### src/rtl/me_control_if.sv
// me_control_if: start request plus the address, mux, PE and status bus of
// the full-search motion-estimation controller.
//
// Signals
//   start               request to begin a search (into the controller)
//   AddressR [7:0]      reference-memory pixel address
//   AddressS1/S2 [9:0]  search-memory addresses, left/right half
//   S1S2mux [15:0]      per-PE data select, 1 = S1
//   NewDist [15:0]      per-PE accumulator clear / new distance
//   CompStart           comparator enable
//   PEready [15:0]      one-hot finished-distance flag
//   VectorX/Y [3:0]     motion vector of the ready PE
//   busy, done          search status
//
// Modports
//   master  controller side
//   slave   memory / PE-array side
interface me_control_if;
  logic        start;
  logic [7:0]  AddressR;
  logic [9:0]  AddressS1;
  logic [9:0]  AddressS2;
  logic [15:0] S1S2mux;
  logic [15:0] NewDist;
  logic        CompStart;
  logic [15:0] PEready;
  logic [3:0]  VectorX;
  logic [3:0]  VectorY;
  logic        busy;
  logic        done;

  modport master (
    input  start,
    output AddressR, AddressS1, AddressS2,
    output S1S2mux, NewDist, CompStart,
    output PEready, VectorX, VectorY,
    output busy, done
  );

  modport slave (
    output start,
    input  AddressR, AddressS1, AddressS2,
    input  S1S2mux, NewDist, CompStart,
    input  PEready, VectorX, VectorY,
    input  busy, done
  );
endinterface

### src/rtl/me_control.sv
// me_control: sequencer for a 16-PE full-search motion estimator
// (16x16 reference block, 32x32 search window).
//
// Ports
//   clock  rising-edge clock
//   reset  synchronous, active-high
//   bus    me_control_if.master (start in; addresses, PE control,
//          motion vector, busy and done out)
//
// One 13-bit counter walks p (vertical offset), r (row), c (column).
// RUN covers 4096 cycles; DRAIN flushes the last row of 16 PEs.
// Every output is a pure decode of state_q/cnt_q.
module me_control (
  input  logic         clock,
  input  logic         reset,
  me_control_if.master bus
);

  localparam logic [1:0] S_IDLE  = 2'd0;
  localparam logic [1:0] S_RUN   = 2'd1;
  localparam logic [1:0] S_DRAIN = 2'd2;
  localparam logic [1:0] S_DONE  = 2'd3;

  localparam logic [12:0] RUN_LAST   = 13'd4095;
  localparam logic [12:0] DRAIN_LAST = 13'd4111;
  localparam logic [12:0] COMP_FIRST = 13'd256;

  logic [1:0]  state_q;
  logic [1:0]  state_d;
  logic [12:0] cnt_q;
  logic [12:0] cnt_d;

  always_comb begin
    state_d = state_q;
    cnt_d   = cnt_q;
    case (state_q)
      S_IDLE: begin
        if (bus.start) begin
          state_d = S_RUN;
          cnt_d   = '0;
        end
      end
      S_RUN: begin
        cnt_d = cnt_q + 13'd1;
        if (cnt_q == RUN_LAST) begin
          state_d = S_DRAIN;
        end
      end
      S_DRAIN: begin
        cnt_d = cnt_q + 13'd1;
        if (cnt_q == DRAIN_LAST) begin
          state_d = S_DONE;
          cnt_d   = '0;
        end
      end
      default: begin
        state_d = S_IDLE;
        cnt_d   = '0;
      end
    endcase
  end

  always_ff @(posedge clock) begin
    if (reset) begin
      state_q <= S_IDLE;
      cnt_q   <= '0;
    end else begin
      state_q <= state_d;
      cnt_q   <= cnt_d;
    end
  end

  logic [3:0]  p;
  logic [3:0]  r;
  logic [3:0]  c;
  logic [7:0]  k;
  logic        in_run;
  logic        in_drain;
  logic        in_done;
  logic [4:0]  row_s1;
  logic [4:0]  row_s2;
  logic        k_lo;
  logic [15:0] k_hot;
  logic [15:0] c_hot;
  logic [15:0] therm;

  assign p        = cnt_q[11:8];
  assign r        = cnt_q[7:4];
  assign c        = cnt_q[3:0];
  assign k        = cnt_q[7:0];
  assign in_run   = (state_q == S_RUN);
  assign in_drain = (state_q == S_DRAIN);
  assign in_done  = (state_q == S_DONE);

  // S2 row trails S1 by one, wrapping mod 32
  assign row_s1 = {1'b0, r} + {1'b0, p};
  assign row_s2 = row_s1 - 5'd1;

  // k < 16: first pixel of PE k's block row
  assign k_lo  = (k[7:4] == 4'd0);
  assign k_hot = 16'd1 << k[3:0];
  assign c_hot = 16'd1 << c;
  // bits 0..c set
  assign therm = 16'hFFFF >> (4'd15 - c);

  always_comb begin
    bus.AddressR  = '0;
    bus.AddressS1 = '0;
    bus.AddressS2 = '0;
    bus.S1S2mux   = '0;
    bus.NewDist   = '0;
    bus.CompStart = 1'b0;
    bus.PEready   = '0;
    bus.VectorX   = '0;
    bus.VectorY   = '0;
    bus.busy      = 1'b0;
    bus.done      = 1'b0;
    unique case (1'b1)
      in_run: begin
        bus.AddressR  = k;
        bus.AddressS1 = {row_s1, 1'b0, c};
        bus.AddressS2 = {row_s2, 1'b1, c};
        bus.S1S2mux   = therm;
        bus.NewDist   = k_lo ? k_hot : 16'd0;
        bus.CompStart = (cnt_q >= COMP_FIRST);
        bus.busy      = 1'b1;
        // PE k finishes the previous offset p-1
        if (k_lo && (p != 4'd0)) begin
          bus.PEready = k_hot;
          bus.VectorX = k[3:0];
          bus.VectorY = p - 4'd1;
        end
      end
      in_drain: begin
        bus.AddressS2 = {5'd30, 1'b1, c};
        bus.CompStart = 1'b1;
        bus.busy      = 1'b1;
        bus.PEready   = c_hot;
        bus.VectorX   = c;
        bus.VectorY   = 4'd15;
      end
      in_done: begin
        bus.done = 1'b1;
      end
      default: begin
      end
    endcase
  end

endmodule

### src/flat_wrapper.sv
// flat-port wrapper written by rule: the top's interface ports become plain ports
module me_control_flat 
  (clock, reset, bus_start, bus_AddressR, bus_AddressS1, bus_AddressS2, bus_S1S2mux, bus_NewDist, bus_CompStart, bus_PEready, bus_VectorX, bus_VectorY, bus_busy, bus_done);
  me_control_if bus_i ();
  input  logic clock;
  input  logic reset;
  input wire logic [$bits(bus_i.start)-1:0] bus_start;
  output wire logic [$bits(bus_i.AddressR)-1:0] bus_AddressR;
  output wire logic [$bits(bus_i.AddressS1)-1:0] bus_AddressS1;
  output wire logic [$bits(bus_i.AddressS2)-1:0] bus_AddressS2;
  output wire logic [$bits(bus_i.S1S2mux)-1:0] bus_S1S2mux;
  output wire logic [$bits(bus_i.NewDist)-1:0] bus_NewDist;
  output wire logic [$bits(bus_i.CompStart)-1:0] bus_CompStart;
  output wire logic [$bits(bus_i.PEready)-1:0] bus_PEready;
  output wire logic [$bits(bus_i.VectorX)-1:0] bus_VectorX;
  output wire logic [$bits(bus_i.VectorY)-1:0] bus_VectorY;
  output wire logic [$bits(bus_i.busy)-1:0] bus_busy;
  output wire logic [$bits(bus_i.done)-1:0] bus_done;
  assign bus_i.start = bus_start;
  assign bus_AddressR = bus_i.AddressR;
  assign bus_AddressS1 = bus_i.AddressS1;
  assign bus_AddressS2 = bus_i.AddressS2;
  assign bus_S1S2mux = bus_i.S1S2mux;
  assign bus_NewDist = bus_i.NewDist;
  assign bus_CompStart = bus_i.CompStart;
  assign bus_PEready = bus_i.PEready;
  assign bus_VectorX = bus_i.VectorX;
  assign bus_VectorY = bus_i.VectorY;
  assign bus_busy = bus_i.busy;
  assign bus_done = bus_i.done;
  me_control u_core (.clock(clock), .reset(reset), .bus(bus_i));
endmodule
### config.mk
export PLATFORM = sky130hd
export DESIGN_NAME = me_control_flat
export DESIGN_NICKNAME = d
export VERILOG_FILES = /design/src/rtl/me_control_if.sv /design/src/rtl/me_control.sv /design/src/flat_wrapper.sv
export SDC_FILE = /design/constraint.sdc
export NUM_CORES = 1
export LEC_CHECK = 0
export BUFFER_PORTS_ARGS = -buffer_cell sky130_fd_sc_hd__buf_2
export CAP_MARGIN = 30
export CORE_MARGIN = 4
export CORE_UTILIZATION = 40
export CTS_CLUSTER_SIZE = 8
export DETAILED_ROUTE_END_ITERATION = 10
export HOLD_SLACK_MARGIN = 0.1
export PLACE_DENSITY_LB_ADDON = 0.12
export SLEW_MARGIN = 10
export SYNTH_ARGS = -nofsm -noshare
export SYNTH_HDL_FRONTEND = slang
export SYNTH_SLANG_ARGS = --single-unit
export TNS_END_PERCENT = 20
### constraint.sdc
create_clock -name clock -period 3.05 [get_ports clock]
set_clock_uncertainty 0.1 [all_clocks]
set_input_delay 0.1525 -clock clock [delete_from_list [all_inputs] [get_ports clock]]
set_output_delay 0.1525 -clock clock [all_outputs]
set_load 0.05 [all_outputs]
# After elaboration in Yosys (flattened, before gate mapping)

Cells that the tools add are included.

Register bits after elaboration: 15
Logic and storage cells: 46
Output and inout bits: 87

Equal/unequal tests: 8
Reduce and logical (&&, ||, !) cells: 6
Shift operators: 2
Add/subtract/negate cells: 5
$lt $le $gt $ge: 1
Mux-type cells: 22

Operators with widths:

| kind                                                                                 | count |
|---|---|
| 16-bit 2-to-1 mux                                                                    | 4 |
| 13-bit case mux with 3 select lines                                                  | 1 |
| 16-bit case mux with 2 select lines                                                  | 1 |
| 13-bit 2-to-1 mux                                                                    | 2 |
| 10-bit case mux with 2 select lines                                                  | 1 |
| 4-bit case mux with 2 select lines                                                   | 2 |
| 1-bit by 4-bit left shift with 16-bit output, first input constant                   | 1 |
| 16-bit by 4-bit >> shifter with 16-bit output, first input constant                  | 1 |
| 13-bit by 1-bit adder with 13-bit output, second input constant                      | 1 |
| 13-bit by 12-bit == test with 1-bit output, second input constant                    | 1 |
| 13-bit == test, second input constant                                                | 1 |
| 13-bit by 9-bit greater-or-equal comparator with 1-bit output, second input constant | 1 |
| 10-bit 2-to-1 mux                                                                    | 1 |
| 4-bit 2-to-1 mux                                                                     | 2 |
| 8-bit 2-to-1 mux                                                                     | 1 |
| 2-bit 2-to-1 mux                                                                     | 3 |
| 2-bit != test, second input constant                                                 | 3 |
| 2-bit case mux with 3 select lines                                                   | 1 |
| 4-bit by 4-bit adder with 5-bit output                                               | 1 |
| 5-bit by 1-bit subtractor with 5-bit output, second input constant                   | 1 |
| 2-bit == test, second input constant                                                 | 2 |
| 4-bit zero test                                                                      | 1 |
| 4-bit nonzero test                                                                   | 1 |
| 4-bit by 1-bit subtractor with 4-bit output, second input constant                   | 1 |
| other kinds (8)                                                                      | 9 |

# Logic depth before layout (Yosys ltp)

Gate-level depths: netlist of run 1.

Word-level depth: 4
Mapped depth: 8
Gate-level depth less buffers: 8

# Worst setup path after synthesis of run 1

OpenSTA, ideal clock, no wires.

Kind: register to output
Start point: register u_core.state_q[0]
End point: output bus_VectorY[2]
Arrival time: 3137 ps
Stages on the path, launching flop included: 6
Setup slack: -340 ps
Data required time: 2797 ps
Cells stage by stage: dfxtp_1 inv_1 ha_1 clkbuf_1 nand2_1 o41ai_1

Longest elaborated chain between the ends: 2
Elaborated cells between the ends (all ways): 3
Classes of those cells: eq/ne: 2; mux: 1

Ends and longest elaborated chain:

| what                                                                      | line                               | source |
|---|---|---|
| start: declaration                                                        | me_control.sv:28                   | `logic [1:0] state_q;` |
| start signal: assignment                                                  | me_control.sv:68                   | `state_q <= state_d;` |
| 2-bit == test or 2-bit by 1-bit == test with 1-bit output (tied branches) | me_control.sv:92, me_control.sv:91 |  |
| 4-bit case mux with 2 select lines (*)                                    | me_control.sv:118                  | `unique case (1'b1)` |
| end: declaration                                                          | flat_wrapper.sv:16                 | `output wire logic [$bits(bus_i.VectorY)-1:0] bus_VectorY;` |

Every way passes the cells marked *; elsewhere a longest branch is shown, timed or not.

# Worst setup path after layout of run 1

Start point: register u_core.cnt_q[4]
End point: output bus_AddressS2[9]

Longest elaborated chain between the ends: 3

Ends and longest elaborated chain:

| what                                        | line               | source |
|---|---|---|
| start: declaration                          | me_control.sv:30   | `logic [12:0] cnt_q;` |
| start signal: assignment                    | me_control.sv:69   | `cnt_q <= cnt_d;` |
| 4-bit by 4-bit adder with 5-bit output      | me_control.sv:96   | `assign row_s1 = {1'b0, r} + {1'b0, p};` |
| 5-bit by 1-bit subtractor with 5-bit output | me_control.sv:97   | `assign row_s2 = row_s1 - 5'd1;` |
| 10-bit case mux with 2 select lines         | me_control.sv:118  |  |
| end: declaration                            | flat_wrapper.sv:10 | `output wire logic [$bits(bus_i.AddressS2)-1:0] bus_AddressS2;` |

No other way between the ends.

==> results_dict.tcl, run 1 <==
set metrics [dict create \
    setup_viol 0 \
    postCtsSetupBuffers 0 \
    drv_cap 0 \
    grt_setup_unrepaired "false" \
    yosysTopAreaCell "dfxtp_1" \
    fp.dieW_um 74.44 \
    tritoncts "yes" \
    synth_seq_area_share_pct 17.01 \
    clk-insertion-delay-late_ns 0.24 \
    antenna_found_initial 0 \
    synthMuxAreaShare_pct 0.5670 \
    fmax_ghz 0.3577 \
    grt_max_degree 13 \
    synth_xor_area_share_pct 7.442 \
    n_antenna_cell 0 \
    setup_tns_ns 0 \
    die_h_um 74.44 \
    htreeDepth 1 \
    finalCriticalPeriod_ns 2.796 \
    grt_pass1_wl_um 8445 \
    dpl.hpwl_um 4307 \
    reg2reg_depth 7 \
    coreArea_um2 4144 \
    drt-total-wl_um 5360 \
    dr.pass1.iters 4 \
    synthArstFlopShare_pct 0 \
    cp_slowest_cell "dfxtp_1" \
    slew_violations 0 \
    yosysTopAreaCellShare_pct 17.01 \
    avgSynthCellArea_um2 6.687 \
    clockRootBuffer "clkbuf_8" \
    r2r_slack_ns 0.71 \
    layout-drive-gt1-share_pct 29.36 \
    drtIter0Drc 72 \
    via_per_inst 4.959 \
    hold_path_depth 4 \
    critPathRequiredTime_ns 2.80 \
    cts_buffer_depth 2 \
    grt.overflow.total 0 \
    std_cell_rows 23 \
    syn_area_um2 1765 \
    synth_edf_count 0 \
    totalPowerFinal_uw 978.6 \
    ys_top_cells_by_count "nor2_1, nand2_1, ha_1, inv_1, dfxtp_1" \
    period_share_pct 91.67 \
    max-vdd-ir-drop_v 0.0006109 \
    holdCritPathClass "in -> reg" \
    yosys_warnings 0 \
    cp_cell_sequence "ha_1 -> inv_1 -> fa_1 -> xor2_1 -> nand2_1 -> a21oi_1 -> xnor2_1 -> o21ai_0 -> buf_2" \
    synthTopCellsByArea "dfxtp_1, ha_1, nor2_1" \
    worst_r2r_endpoint "u_core.state_q[0]" \
    io_pins 90 \
    min_to "u_core.cnt_q[1]" \
    yosysUniqueCellTypes 39 \
    arrival_ns 2.54 \
    cts_sinks 15 \
    grt_util_all_layers_pct 19.21 \
    placedCellCount 389 \
    crit_family "adder cells" \
    synth_top_family_by_area "simple AND/OR/NAND/NOR gates" \
    grt_pass1_vias 1791 \
    crit_type "reg -> out" \
    area_growth_pct 28.07 \
    fin_cells 394 \
    crit_path_start_kind "flop" \
    crit_path_end_kind "output pin" \
    critPathMaxFanout 9 \
    critPathBufInv 2 \
    synth_compound_area_share_pct 11.62 \
    holdCritStartpoint "bus_start" \
    finalNetCount 371 \
    p_leak_nw 1.233 \
    final-hold-violation-count 0 \
    power.density_nw_per_um2 432.8 \
    synth_most_common_cell "nor2_1" \
    r2r-start "u_core.cnt_q[9]" \
    port_buffers 88 \
    ys_ff_latch 15 \
    synth_nets 290 \
    crit_path_max_incr_delay_ns 0.53 \
    numCtsBuffers 3 \
    drc 0 \
    start_util_pct 42.60 \
    cts.clk_slew.worst_paths_ns 0.06 \
    yosys.area_share.simple_pct 35.86 \
    synthAdderAreaFrac_pct 16.73 \
    synth_ff_type "dfxtp_1" \
    place.gp.congestion 0.8291 \
    via_count 1954 \
    ant_nets 0 \
    synthCells 264 \
    post_cts_resized 0 \
    status "finished clean" \
    wl_per_cell_um 13.60 \
    die_area_um2 5541 \
]
## tightest hold or removal path: stages
cell and delay [ns]:
buf_2 0.10, nand2b_1 0.15, o2111ai_1 0.11, a21oi_1 0.06
## cells by family (layout without fill, tap and decap cells)
logic type,after synthesis,count (layout)
compound gates,34,34
buf+inv,39,119
other cells,1,1
simple gates,136,136
fa+ha+maj,23,23
flops,15,15
xor+xnor,15,15
mux,1,1
## timing repair
action | in CTS | in global routing
hold buffers | 1 | 0
setup endpoints to repair | 0 | 0
endpoints found under the hold margin | 6 | 0
## final cells by class
cell class                 count  area [um^2]
inverter                      21        78.83
timing repair buffer          94        488.0
tap                           50        62.56
fill                         437         1883
clock buffer                   4        45.04
multi-input combinational    210         1286
sequential                    15        300.3
## flip-flops by register name, summed over array words and instances, names as in the netlist
name            flops
u_core.state_q      2
u_core.cnt_q       13
## layer usage
metal | part of all wire (%) | global-route usage, %
met1 | 47 | 25.90
met2 | 44 | 31.51
met5 | 0 | 0
met4 | 1.2 | 6.522
met3 | 7.5 | 2.568
## through the flow
| stage | area [um^2] | setup slack, ns | hold slack [ns] | util, % |
|---|---|---|---|---|
| global placement | 2206 | 0.6302 | 0.3248 | 53.23 |
| finish | 2261 | 0.2541 | 0.2790 | 54.56 |
| floorplan | 1773 | 0.07908 | 0.1216 | - |
| CTS | 2261 | 0.2518 | 0.2793 | 54.56 |
| detailed placement | 2206 | 0.5246 | 0.3175 | 53.23 |
| global route | 2261 | 0.06568 | 0.3142 | 54.56 |
## power breakdown
| group | leakage (nW) | internal, mW | switching [mW] |
|---|---|---|---|
| clock | 0.0228 | 0.0924 | 0.0665 |
| sequential | 0.121 | 0.208 | 0.0174 |
| combinational | 1.09 | 0.156 | 0.438 |
## placed cells by master (no fill, tap or decap), drive strengths merged, types with 2 or more instances in the layout
cell type | Yosys | layout
nor2 | 60 | 60
nor4 | 2 | 2
and2 | 11 | 11
xor2 | 4 | 4
a21oi | 14 | 14
or3 | 4 | 4
nand4 | 2 | 2
buf | 11 | 93
inv | 20 | 20
xnor2 | 11 | 11
nor2b | 3 | 3
ha | 22 | 22
and3 | 3 | 3
nand3 | 9 | 9
nor3 | 6 | 6
nand2b | 3 | 3
o21ai | 9 | 9
or4 | 2 | 2
dfxtp | 15 | 15
a21o | 3 | 3
nand2 | 29 | 29
clkbuf | 7 | 4
## worst max-delay path by stage
stage | to | slack, ns | cells after the start | startpoint
floorplan | bus_AddressS2[9] | 0.08 | 8 | u_core.cnt_q[8]
global placement | bus_AddressS2[9] | 0.63 | 9 | u_core.cnt_q[4]
detailed placement | bus_AddressS2[9] | 0.52 | 9 | u_core.cnt_q[4]
CTS | bus_AddressS2[9] | 0.25 | 9 | u_core.cnt_q[4]
global route | bus_AddressS2[9] | 0.07 | 9 | u_core.cnt_q[4]
finish | bus_AddressS2[9] | 0.25 | 9 | u_core.cnt_q[4]
Note: power is estimated with default switching activity, not from simulation.
==> run 2, diff against run 1 <==
--- a/config.mk
+++ b/config.mk
@@ -13,6 +13,7 @@
 export DETAILED_ROUTE_END_ITERATION = 10
 export HOLD_SLACK_MARGIN = 0.1
 export PLACE_DENSITY_LB_ADDON = 0.12
+export RECOVER_POWER = 100
 export SLEW_MARGIN = 10
 export SYNTH_ARGS = -nofsm -noshare
 export SYNTH_HDL_FRONTEND = slang
==> results_dict.tcl, run 2 (synthesis gave the netlist of run 1 again) <==
set metrics [dict create \
    critPathRequiredTime_ns 2.80 \
    slew_violations 0 \
    cts_buffer_depth 2 \
    grt_util_all_layers_pct 19.21 \
    largest_reg_flops 13 \
    arrival_ns 2.58 \
    setup_tns_ns 0 \
    worst_r2r_endpoint "u_core.state_q[0]" \
    critical_path.endpoint "bus_AddressS2[6]" \
    worstMarginPinSlew_ns 0.6443 \
    dpl.hpwl_um 4307 \
    start_util_pct 42.60 \
    crit_path_start_kind "flop" \
    drt-total-wl_um 5479 \
    finalCriticalPeriod_ns 2.828 \
    ant_nets 0 \
    coreArea_um2 4144 \
    critPathLaunch "u_core.cnt_q[8]" \
    fp.dieW_um 74.44 \
    via_count 1965 \
    antenna_found_initial 0 \
    power.density_nw_per_um2 449.1 \
    grt_max_degree 13 \
    critPathMaxFanout 8 \
    reg2reg_depth 7 \
    numCtsBuffers 3 \
    port_buffers 88 \
    drv_cap 0 \
    die_area_um2 5541 \
    drc 0 \
    max-vdd-ir-drop_v 0.0005903 \
    largestRegisters "u_core.cnt_q: 13 flops, u_core.state_q: 2 flops" \
    crit_path_end_kind "output pin" \
    layout_setup_ws_ns 0.2224 \
    die_h_um 74.44 \
    cts.clk_slew.worst_paths_ns 0.06 \
    pre_cts_ws_ns 0.5246 \
    period_share_pct 92.71 \
    place.gp.congestion 0.8291 \
    r2r_slack_ns 0.41 \
    clk-insertion-delay-late_ns 0.25 \
    drtIter0Drc 74 \
    std_cell_rows 23 \
    crit_path_max_incr_delay_ns 0.52 \
    dpl_cell_area_um2 2206 \
    layout-drive-gt1-share_pct 4.942 \
    cp_cell_sequence "ha_1 -> inv_1 -> fa_1 -> ha_1 -> o21ai_0 -> and2_1 -> clkbuf_1" \
    p_leak_nw 0.8675 \
    area_growth_pct 21.83 \
    fmax_ghz 0.3537 \
    holdCritPathClass "in -> reg" \
    grt_pass1_wl_um 8445 \
    maxSlewHeadroom_pct 57.23 \
    io_pins 90 \
    grt_pass1_vias 1791 \
    htreeDepth 1 \
    stdcell_area_um2 2151 \
    n_antenna_cell 0 \
    clockRootBuffer "clkbuf_8" \
    grt.overflow.total 0 \
    wl_per_cell_um 13.91 \
    finalNetCount 371 \
    dr.pass1.iters 4 \
    via_per_inst 4.987 \
    crit_type "reg -> out" \
    r2r-start "u_core.cnt_q[9]" \
    cts_sinks 15 \
    cp_slowest_cell "dfxtp_1" \
    layout_commonest_cell "clkbuf_1" \
    grt_setup_unrepaired "false" \
    tritoncts "yes" \
    status "finished clean" \
    postCtsSetupBuffers 0 \
    setup_viol 0 \
    cpMostUsedCell "ha_1" \
    final-hold-violation-count 0 \
    mostFrequentLayoutCells "clkbuf_1, nor2_1, nand2_1" \
    largest_register "u_core.cnt_q" \
    totalPowerFinal_uw 965.9 \
]
[run 2: worst min-delay path by stage]
stage / start / endpoint / slack [ns] / cells after the start
floorplan: reset / u_core.cnt_q[0] / 0.12 / 1
global placement: reset / u_core.cnt_q[2] / 0.32 / 2
detailed placement: reset / u_core.cnt_q[2] / 0.32 / 2
CTS: bus_start / u_core.cnt_q[1] / 0.28 / 5
global route: bus_start / u_core.cnt_q[0] / 0.31 / 5
finish: bus_start / u_core.cnt_q[1] / 0.28 / 4
[run 2: cell type report]
type,instances,area (um^2)
sequential,15,300.3
tap,50,62.56
inverter,21,78.83
clock buffer,4,45.04
timing repair buffer,94,382.9
fill,486,1993
multi-input combinational,210,1281
[run 2: report_power, final]
group / leakage, nW / internal (mW) / switching (mW)
sequential: 0.121 / 0.208 / 0.0177
combinational: 0.724 / 0.139 / 0.441
clock: 0.0228 / 0.0924 / 0.0679
total: 0.868 / 0.439 / 0.526
[run 2: metrics by stage]
stage                     std cells  util (%)  hold slack (ns)
final                           394     51.90           0.2769
after global routing            394     51.90           0.3142
after CTS                       394     54.56           0.2793
after detailed placement        389     53.23           0.3175
after global placement          389     53.23           0.3248
after floorplan                 264         -           0.1216
[run 2: critical path: cells and delay by family (launching register included)]
kind,cells,cell delay [ns]
compound gates,1,0.13
fa+ha+maj,3,1.03
buf+inv,2,0.52
flops,1,0.52
simple gates,1,0.14
[run 2: routing by layer]
metal  routed length (um)  global-route usage [%]
met3                  449                   2.568
met4                   65                   6.522
met1                 2550                   25.90
met5                    0                       0
met2                 2413                   31.51
[run 2: what timing repair did]
item / in CTS / in global routing
endpoints found under the hold margin: 6 / 0
hold buffers: 1 / 0
gates resized for setup: 0 / 0
